--- config.mk ---
export PLATFORM = sky130hd
export DESIGN_NAME = shot_judge
export DESIGN_NICKNAME = d
export VERILOG_FILES = /design/src/rtl/duckhunt_pkg.sv /design/src/rtl/hitbox_cmp.sv /design/src/rtl/shot_judge.sv
export SDC_FILE = /design/constraint.sdc
export NUM_CORES = 1
export LEC_CHECK = 0
export ABC_AREA = 1
export CAP_MARGIN = 20
export CORE_MARGIN = 4
export CORE_UTILIZATION = 40
export CTS_BUF_LIST = sky130_fd_sc_hd__clkbuf_16
export CTS_CLUSTER_SIZE = 14
export DETAILED_ROUTE_END_ITERATION = 10
export GPL_ROUTABILITY_DRIVEN = 0
export PLACE_DENSITY = 0.63
export SYNTH_ARGS = -nofsm -noshare
export SYNTH_HDL_FRONTEND = slang
export SYNTH_SLANG_ARGS = --single-unit
--- constraint.sdc ---
create_clock -name clk -period 2.3 [get_ports clk]
set_input_delay 0.575 -clock clk [delete_from_list [all_inputs] [get_ports clk]]
set_output_delay 0.575 -clock clk [all_outputs]
set_load 0.05 [all_outputs]
--- src/rtl/duckhunt_pkg.sv ---
// Shared definitions for the duck-hunt shot judge: state encoding, sprite and screen geometry.
package duckhunt_pkg;

  typedef enum logic [2:0] {
    S_ACTIVE,
    S_FALL,
    S_FLY,
    S_NEXT,
    S_OVER
  } state_t;

  localparam int unsigned SPRITE_SIZE = 16;
  localparam int unsigned X_W         = 8;
  localparam int unsigned Y_W         = 7;

  localparam logic [1:0] AMMO_MAX = 2'd3;

endpackage

--- src/rtl/hitbox_cmp.sv ---
// Combinational test of whether the crosshair top-left pixel lies inside the bird sprite box.
module hitbox_cmp
  import duckhunt_pkg::*;
(
  input  logic [X_W-1:0] p_x,
  input  logic [Y_W-1:0] p_y,
  input  logic [X_W-1:0] b_x,
  input  logic [Y_W-1:0] b_y,
  output logic           hit
);

  // One extra bit on the far edges so a bird near the right/bottom border does not wrap.
  logic [X_W:0] x_far;
  logic [Y_W:0] y_far;

  assign x_far = {1'b0, b_x} + (X_W + 1)'(SPRITE_SIZE - 1);
  assign y_far = {1'b0, b_y} + (Y_W + 1)'(SPRITE_SIZE - 1);

  assign hit = (p_x >= b_x) && ({1'b0, p_x} <= x_far) &&
               (p_y >= b_y) && ({1'b0, p_y} <= y_far);

endmodule

--- src/rtl/shot_judge.sv ---
// Judges shots against the current bird, tracks ammo/hits/score/round and sequences ducks.
// Optional end-of-round perfect bonus is enabled by defining SHOT_JUDGE_BONUS_EN.
module shot_judge
  import duckhunt_pkg::*;
#(
  parameter int unsigned ESCAPE_TICKS    = 256,
  parameter int unsigned DUCKS_PER_ROUND = 10,
  parameter int unsigned HITS_TO_PASS    = 6
) (
  input  logic           clk,
  input  logic           reset_n,
  input  logic           tick,
  input  logic           trigger,
  input  logic [X_W-1:0] p_x,
  input  logic [Y_W-1:0] p_y,
  input  logic [X_W-1:0] b_x,
  input  logic [Y_W-1:0] b_y,
  input  logic           bird_gone,
  output logic           is_shot,
  output logic           escape,
  output logic           out_of_ammo,
  output logic           leave,
  output logic           game_over,
  output logic [3:0]     round,
  output logic [1:0]     ammo,
  output logic [3:0]     hits,
  output logic [7:0]     score
);

  localparam logic [8:0] ESC_LIMIT  = 9'(ESCAPE_TICKS);
  localparam logic [3:0] DUCKS_LAST = 4'(DUCKS_PER_ROUND);
  localparam logic [3:0] HITS_MIN   = 4'(HITS_TO_PASS);

  state_t     state_q;
  logic       trig_q;
  logic [8:0] timer_q;
  logic [3:0] ducks_q;
  logic       hit;
  logic       shot;
  logic [8:0] hit_score;
  logic [8:0] timer_inc;
  logic [3:0] ducks_inc;

  hitbox_cmp u_hitbox (
    .p_x (p_x),
    .p_y (p_y),
    .b_x (b_x),
    .b_y (b_y),
    .hit (hit)
  );

  // Empty gun never counts as a shot, so the tick path still runs that cycle.
  assign shot      = trigger & ~trig_q & (ammo != 2'd0);
  assign hit_score = {1'b0, score} + {5'd0, round} + 9'd1;
  assign timer_inc = timer_q + 9'd1;
  assign ducks_inc = ducks_q + 4'd1;

`ifdef SHOT_JUDGE_BONUS_EN
  logic [8:0] bonus_score;
  assign bonus_score = {1'b0, score} + 9'd10;
`endif

  always_ff @(posedge clk or negedge reset_n) begin
    if (!reset_n) begin
      state_q     <= S_ACTIVE;
      trig_q      <= 1'b0;
      timer_q     <= '0;
      ducks_q     <= '0;
      is_shot     <= 1'b0;
      escape      <= 1'b0;
      out_of_ammo <= 1'b0;
      leave       <= 1'b0;
      game_over   <= 1'b0;
      round       <= 4'd1;
      ammo        <= AMMO_MAX;
      hits        <= '0;
      score       <= '0;
    end else begin
      trig_q <= trigger;
      unique case (state_q)
        S_ACTIVE: begin
          // A shot owns the cycle; a coincident tick (even the expiring one) is dropped.
          if (shot) begin
            ammo <= ammo - 2'd1;
            if (hit) begin
              is_shot <= 1'b1;
              if (hits < DUCKS_LAST) hits <= hits + 4'd1;
              score   <= hit_score[8] ? 8'hFF : hit_score[7:0];
              state_q <= S_FALL;
            end else if (ammo == 2'd1) begin
              out_of_ammo <= 1'b1;
              escape      <= 1'b1;
              state_q     <= S_FLY;
            end
          end else if (tick) begin
            timer_q <= timer_inc;
            if (timer_inc == ESC_LIMIT) begin
              escape  <= 1'b1;
              state_q <= S_FLY;
            end
          end
        end
        S_FALL, S_FLY: begin
          if (bird_gone) begin
            leave   <= 1'b1;
            state_q <= S_NEXT;
          end
        end
        S_NEXT: begin
          leave       <= 1'b0;
          is_shot     <= 1'b0;
          escape      <= 1'b0;
          out_of_ammo <= 1'b0;
          timer_q     <= '0;
          ammo        <= AMMO_MAX;
          ducks_q     <= ducks_inc;
          state_q     <= S_ACTIVE;
          if (ducks_inc == DUCKS_LAST) begin
            if (hits >= HITS_MIN) begin
              if (round != 4'hF) round <= round + 4'd1;
              hits    <= '0;
              ducks_q <= '0;
            end else begin
              game_over <= 1'b1;
              state_q   <= S_OVER;
            end
`ifdef SHOT_JUDGE_BONUS_EN
            if (hits == DUCKS_LAST) score <= bonus_score[8] ? 8'hFF : bonus_score[7:0];
`endif
          end
        end
        S_OVER: game_over <= 1'b1;
        default: state_q <= S_ACTIVE;
      endcase
    end
  end

endmodule
==> results.py <==
metrics = {
    "worst_setup_path": {
        "max_stage_delay_ns": 0.31,
        "worstPathMaxFanout": 5,
        "crit_type": "in2reg",
        "critPathRequiredTime_ns": 2.47,
        "cp_slowest_cell": "ha_1",
        "worst_path_most_repeated_cell": "nand2_1",
        "worstPathArrival_ns": 2.54,
        "critPathTopFamily": "simple AND/OR/NAND/NOR gates",
        "cp-end-kind": "flip-flop",
        "start_kind": "primary input",
        "critPathBufInv": 4,
        "path_cells": "buf_12 > inv_12 > ha_4 > nand3_4 > xor2_1 > ha_1 > nand2_2 > nor2_2 > nand2_1 > nand2_1 > nand2_1 > nand2_1 > nand2_1 > nand2_1 > nand2_2 > nand4_1 > buf_6 > buf_6 > nand3_2 > nand2_1 > nand2_1",
    },
    "layout": {
        "finalInstanceArea_um2": 4850,
        "drive_gt1_share_pct": 23.8,
        "syn_to_final_growth_pct": 43.7,
        "final_nets": 632,
        "fillCellCount": 747,
        "layout.cells.non_filler": 659,
        "diodes": 0,
    },
    "sta": {
        "skew_ns": 0.00492,
        "setup_ws_ns": -0.0696,
        "worst_pin_slew_ns": 0.522,
        "setup_tns_ns": -0.775,
        "max_freq_ghz": 0.422,
        "slew_headroom_pct": 65.1,
        "setup_viol_count_final": 16,
        "grt_setup_unrepaired": "true",
        "drv_slew": 0,
        "finalCriticalPeriod_ns": 2.37,
        "hold_violations": 0,
        "finalCritPeriodShare_pct": 103,
    },
    "cts": {
        "cts_made_buffers": 5,
        "tritoncts": "done",
        "cts.path.max_buffers": 2,
        "cts_num_sinks": 40,
        "insertion_delay_ns": 0.28,
        "path_clk_slew_ns": 0.06,
        "cts_hold_buffers": 0,
        "htreeDepth": 2,
        "root_buffer": "clkbuf_16",
    },
    "global_routing": {
        "grt_pass1_wl_mm": 14.0,
        "track_usage_pct": 17.0,
        "grt_pass1_vias": 3107,
        "grt_max_degree": 41,
        "grt_overflow": 0,
        "antenna_found_initial": 0,
    },
    "detailed_routing": {
        "drt-initial-drc-count": 68,
        "wl_mm": 8.20,
        "drc": 0,
        "postRouteAntennaNets": 0,
        "first_pass_iters": 4,
        "viasPerCell": 4.83,
        "via_count": 3186,
        "wl_per_cell_um": 12.4,
    },
    "logic_synthesis": {
        "netlist_area_um2": 3380,
        "yosysTopAreaCell": "dfrtp_1",
        "synthArstFlopShare_pct": 100,
        "syn_nets": 527,
        "synthCells": 448,
        "ys.warnings.count": 0,
        "synth-main-ff-cell": "dfrtp_1",
        "syn_area_per_cell_um2": 7.54,
        "synth_seq_cells": 40,
        "ys_seq_area_share_pct": 29.8,
        "netlist.area_leader.share_pct": 27.4,
        "synth_area_leaders": "dfrtp_1, ha_1, nand2_1, inv_1, xor2_1",
        "synth_cell_types": 40,
        "synth_edf_count": 0,
    },
    "power_and_ir_drop": {
        "leakagePower_nw": 2.46,
        "p_per_area_nw_per_um2": 834,
        "ir_drop_uv": 726,
    },
    "worst_hold_path": {
        "hp-class": "in2async",
    },
    "placement": {
        "portBuffers": 57,
        "placed_area_um2": 4370,
        "dp_cells": 639,
        "post-dp-hpwl_mm": 6.15,
    },
    "floorplan": {
        "coreArea_um2": 8220,
        "die_y_um": 99.9,
        "ios": 58,
        "die_area_um2": 9980,
        "die_w_um": 99.9,
        "initial_core_util_pct": 41.1,
        "rows": 33,
    },
    "status": {
        "violations": "negative setup slack",
        "status": "finished, violations left",
    },
    "run": {
        "drv_cap": 0,
    },
}
-- logic make-up (layout without fill, tap and decap cells) --
logic type               count (synthesis)  in the layout  synth area share (%)
multiplexers                             1              1                 0.333
adder cells (fa/ha/maj)                 44             44                  16.5
AND/OR/NAND/NOR                        210            210                  29.2
XOR/XNOR                                23             23                  5.97
buffers and inverters                   76            182                  8.71
AO/OA/AOI/OAI                           54             54                  9.52
flip-flops                              40             40                  29.8
-- stage by stage --
stage / worst slack (ns) / total power, mW / utilization [%] / hold WS [ns]
3_3_place_gp: -0.785 / 3.11 / 53.1 / 0.461
2_1_floorplan: -0.0196 / 2.52 / - / 0.279
3_5_place_dp: -0.851 / 3.15 / 53.1 / 0.463
4_1_cts: -0.120 / 4.00 / 57.8 / 0.378
6_report: -0.0696 / 4.05 / 59.1 / 0.357
5_1_grt: -0.200 / 4.35 / 59.1 / 0.416
-- per-layer routing --
metal	up-vias	global-route usage [%]	share of wire, %
li1	1683	-	-
met1	1461	23.5	49
met2	38	28.5	48
met3	4	2.78	2.7
met4	0	2.52	0.46
met5	-	0	0
-- worst register-to-register path: stages, from the launching register on --
cell and delay [ns]:
dfstp_2 0.56, inv_1 0.07, ha_1 0.19, inv_1 0.08
fa_1 0.21, nand3_1 0.07, and2_1 0.18, inv_1 0.08
nand4_1 0.11, inv_1 0.21, nor2_1 0.08, o21ai_1 0.13
-- cells in the mapped netlist (2+ instances only) --
library cell,count
xnor2_1,3
nor3_1,3
inv_1,64
o21a_1,2
a21oi_1,17
and3_1,2
xor2_1,20
dfstp_2,3
nand4_1,17
nor2_1,30
nor2_4,5
o21ai_0,12
nand2_1,113
nor2_2,2
ha_1,43
o21bai_1,2
dfrtp_1,37
o22ai_1,7
inv_2,8
o21ai_1,8
buf_2,3
nand3_2,2
nand3_1,27
nor3b_1,2
-- cell type report --
class	count	area (µm²)	area share, %
clock buffers	5	125	2.58
clock inverters	3	42.5	0.877
inverters	73	317	6.52
multi-input cells	332	2290	47.3
flip-flops and latches	40	1000	20.7
well taps	105	131	2.71
repair buffers	101	940	19.4
-- timing repair --
item / 4_1_cts / 5_1_grt
buffers inserted: 9 / 3
resized for setup: 74 / 30
setup endpoints to repair: 17 / 17
pin swaps: 27 / 19
cloned: 3 / 0
-- report_power, final --
part / switching [mW] / total (mW) / internal (mW)
Sequential: 0.198 / 1.10 / 0.904
Combinational: 1.35 / 2.15 / 0.807
Clock: 0.281 / 0.790 / 0.509
Total: 1.83 / 4.05 / 2.22
-- path summary, 6_finish.rpt --
check | endpoint | from | slack, ns | cells past startpoint
worst max-delay path | escape$_DFFE_PN0P_ | b_x[1] | -0.07 | 21
worst min-delay path | timer_q[8]$_DFFE_PN0P_ | reset_n | 0.36 | 2
worst max register to register | score[6]$_DFFE_PN0P_ | round[0]$_DFFE_PN1P_ | 0.25 | 11
worst min register to register | game_over$_DFFE_PN0P_ | game_over$_DFFE_PN0P_ | 0.47 | 1
max in group asynchronous | round[0]$_DFFE_PN1P_ | reset_n | 1.58 | 2
min in group clk | game_over$_DFFE_PN0P_ | game_over$_DFFE_PN0P_ | 0.47 | 1
-- registers in the layout, summed over array words and instances, names as in the netlist --
register	cells
out_of_ammo	1
leave	1
is_shot	1
escape	1
ammo	2
round	4
game_over	1
timer_q	9
state_q	3
trig_q	1
score	8
ducks_q	4
hits	4
-- cell usage in the layout, fill, tap and decap left out, types with 7 or more instances in the layout --
cell type,count
nand3_1,21
buf_4,40
ha_1,40
nor2_4,7
nor2_1,26
nand2_2,8
a21oi_1,17
inv_1,56
clkbuf_16,7
clkdlybuf4s50_1,41
o21ai_0,11
xor2_1,19
dfrtp_1,37
nand4_1,17
inv_2,11
o22ai_1,7
nand2_1,102
Power figures use the tool's default switching activity.
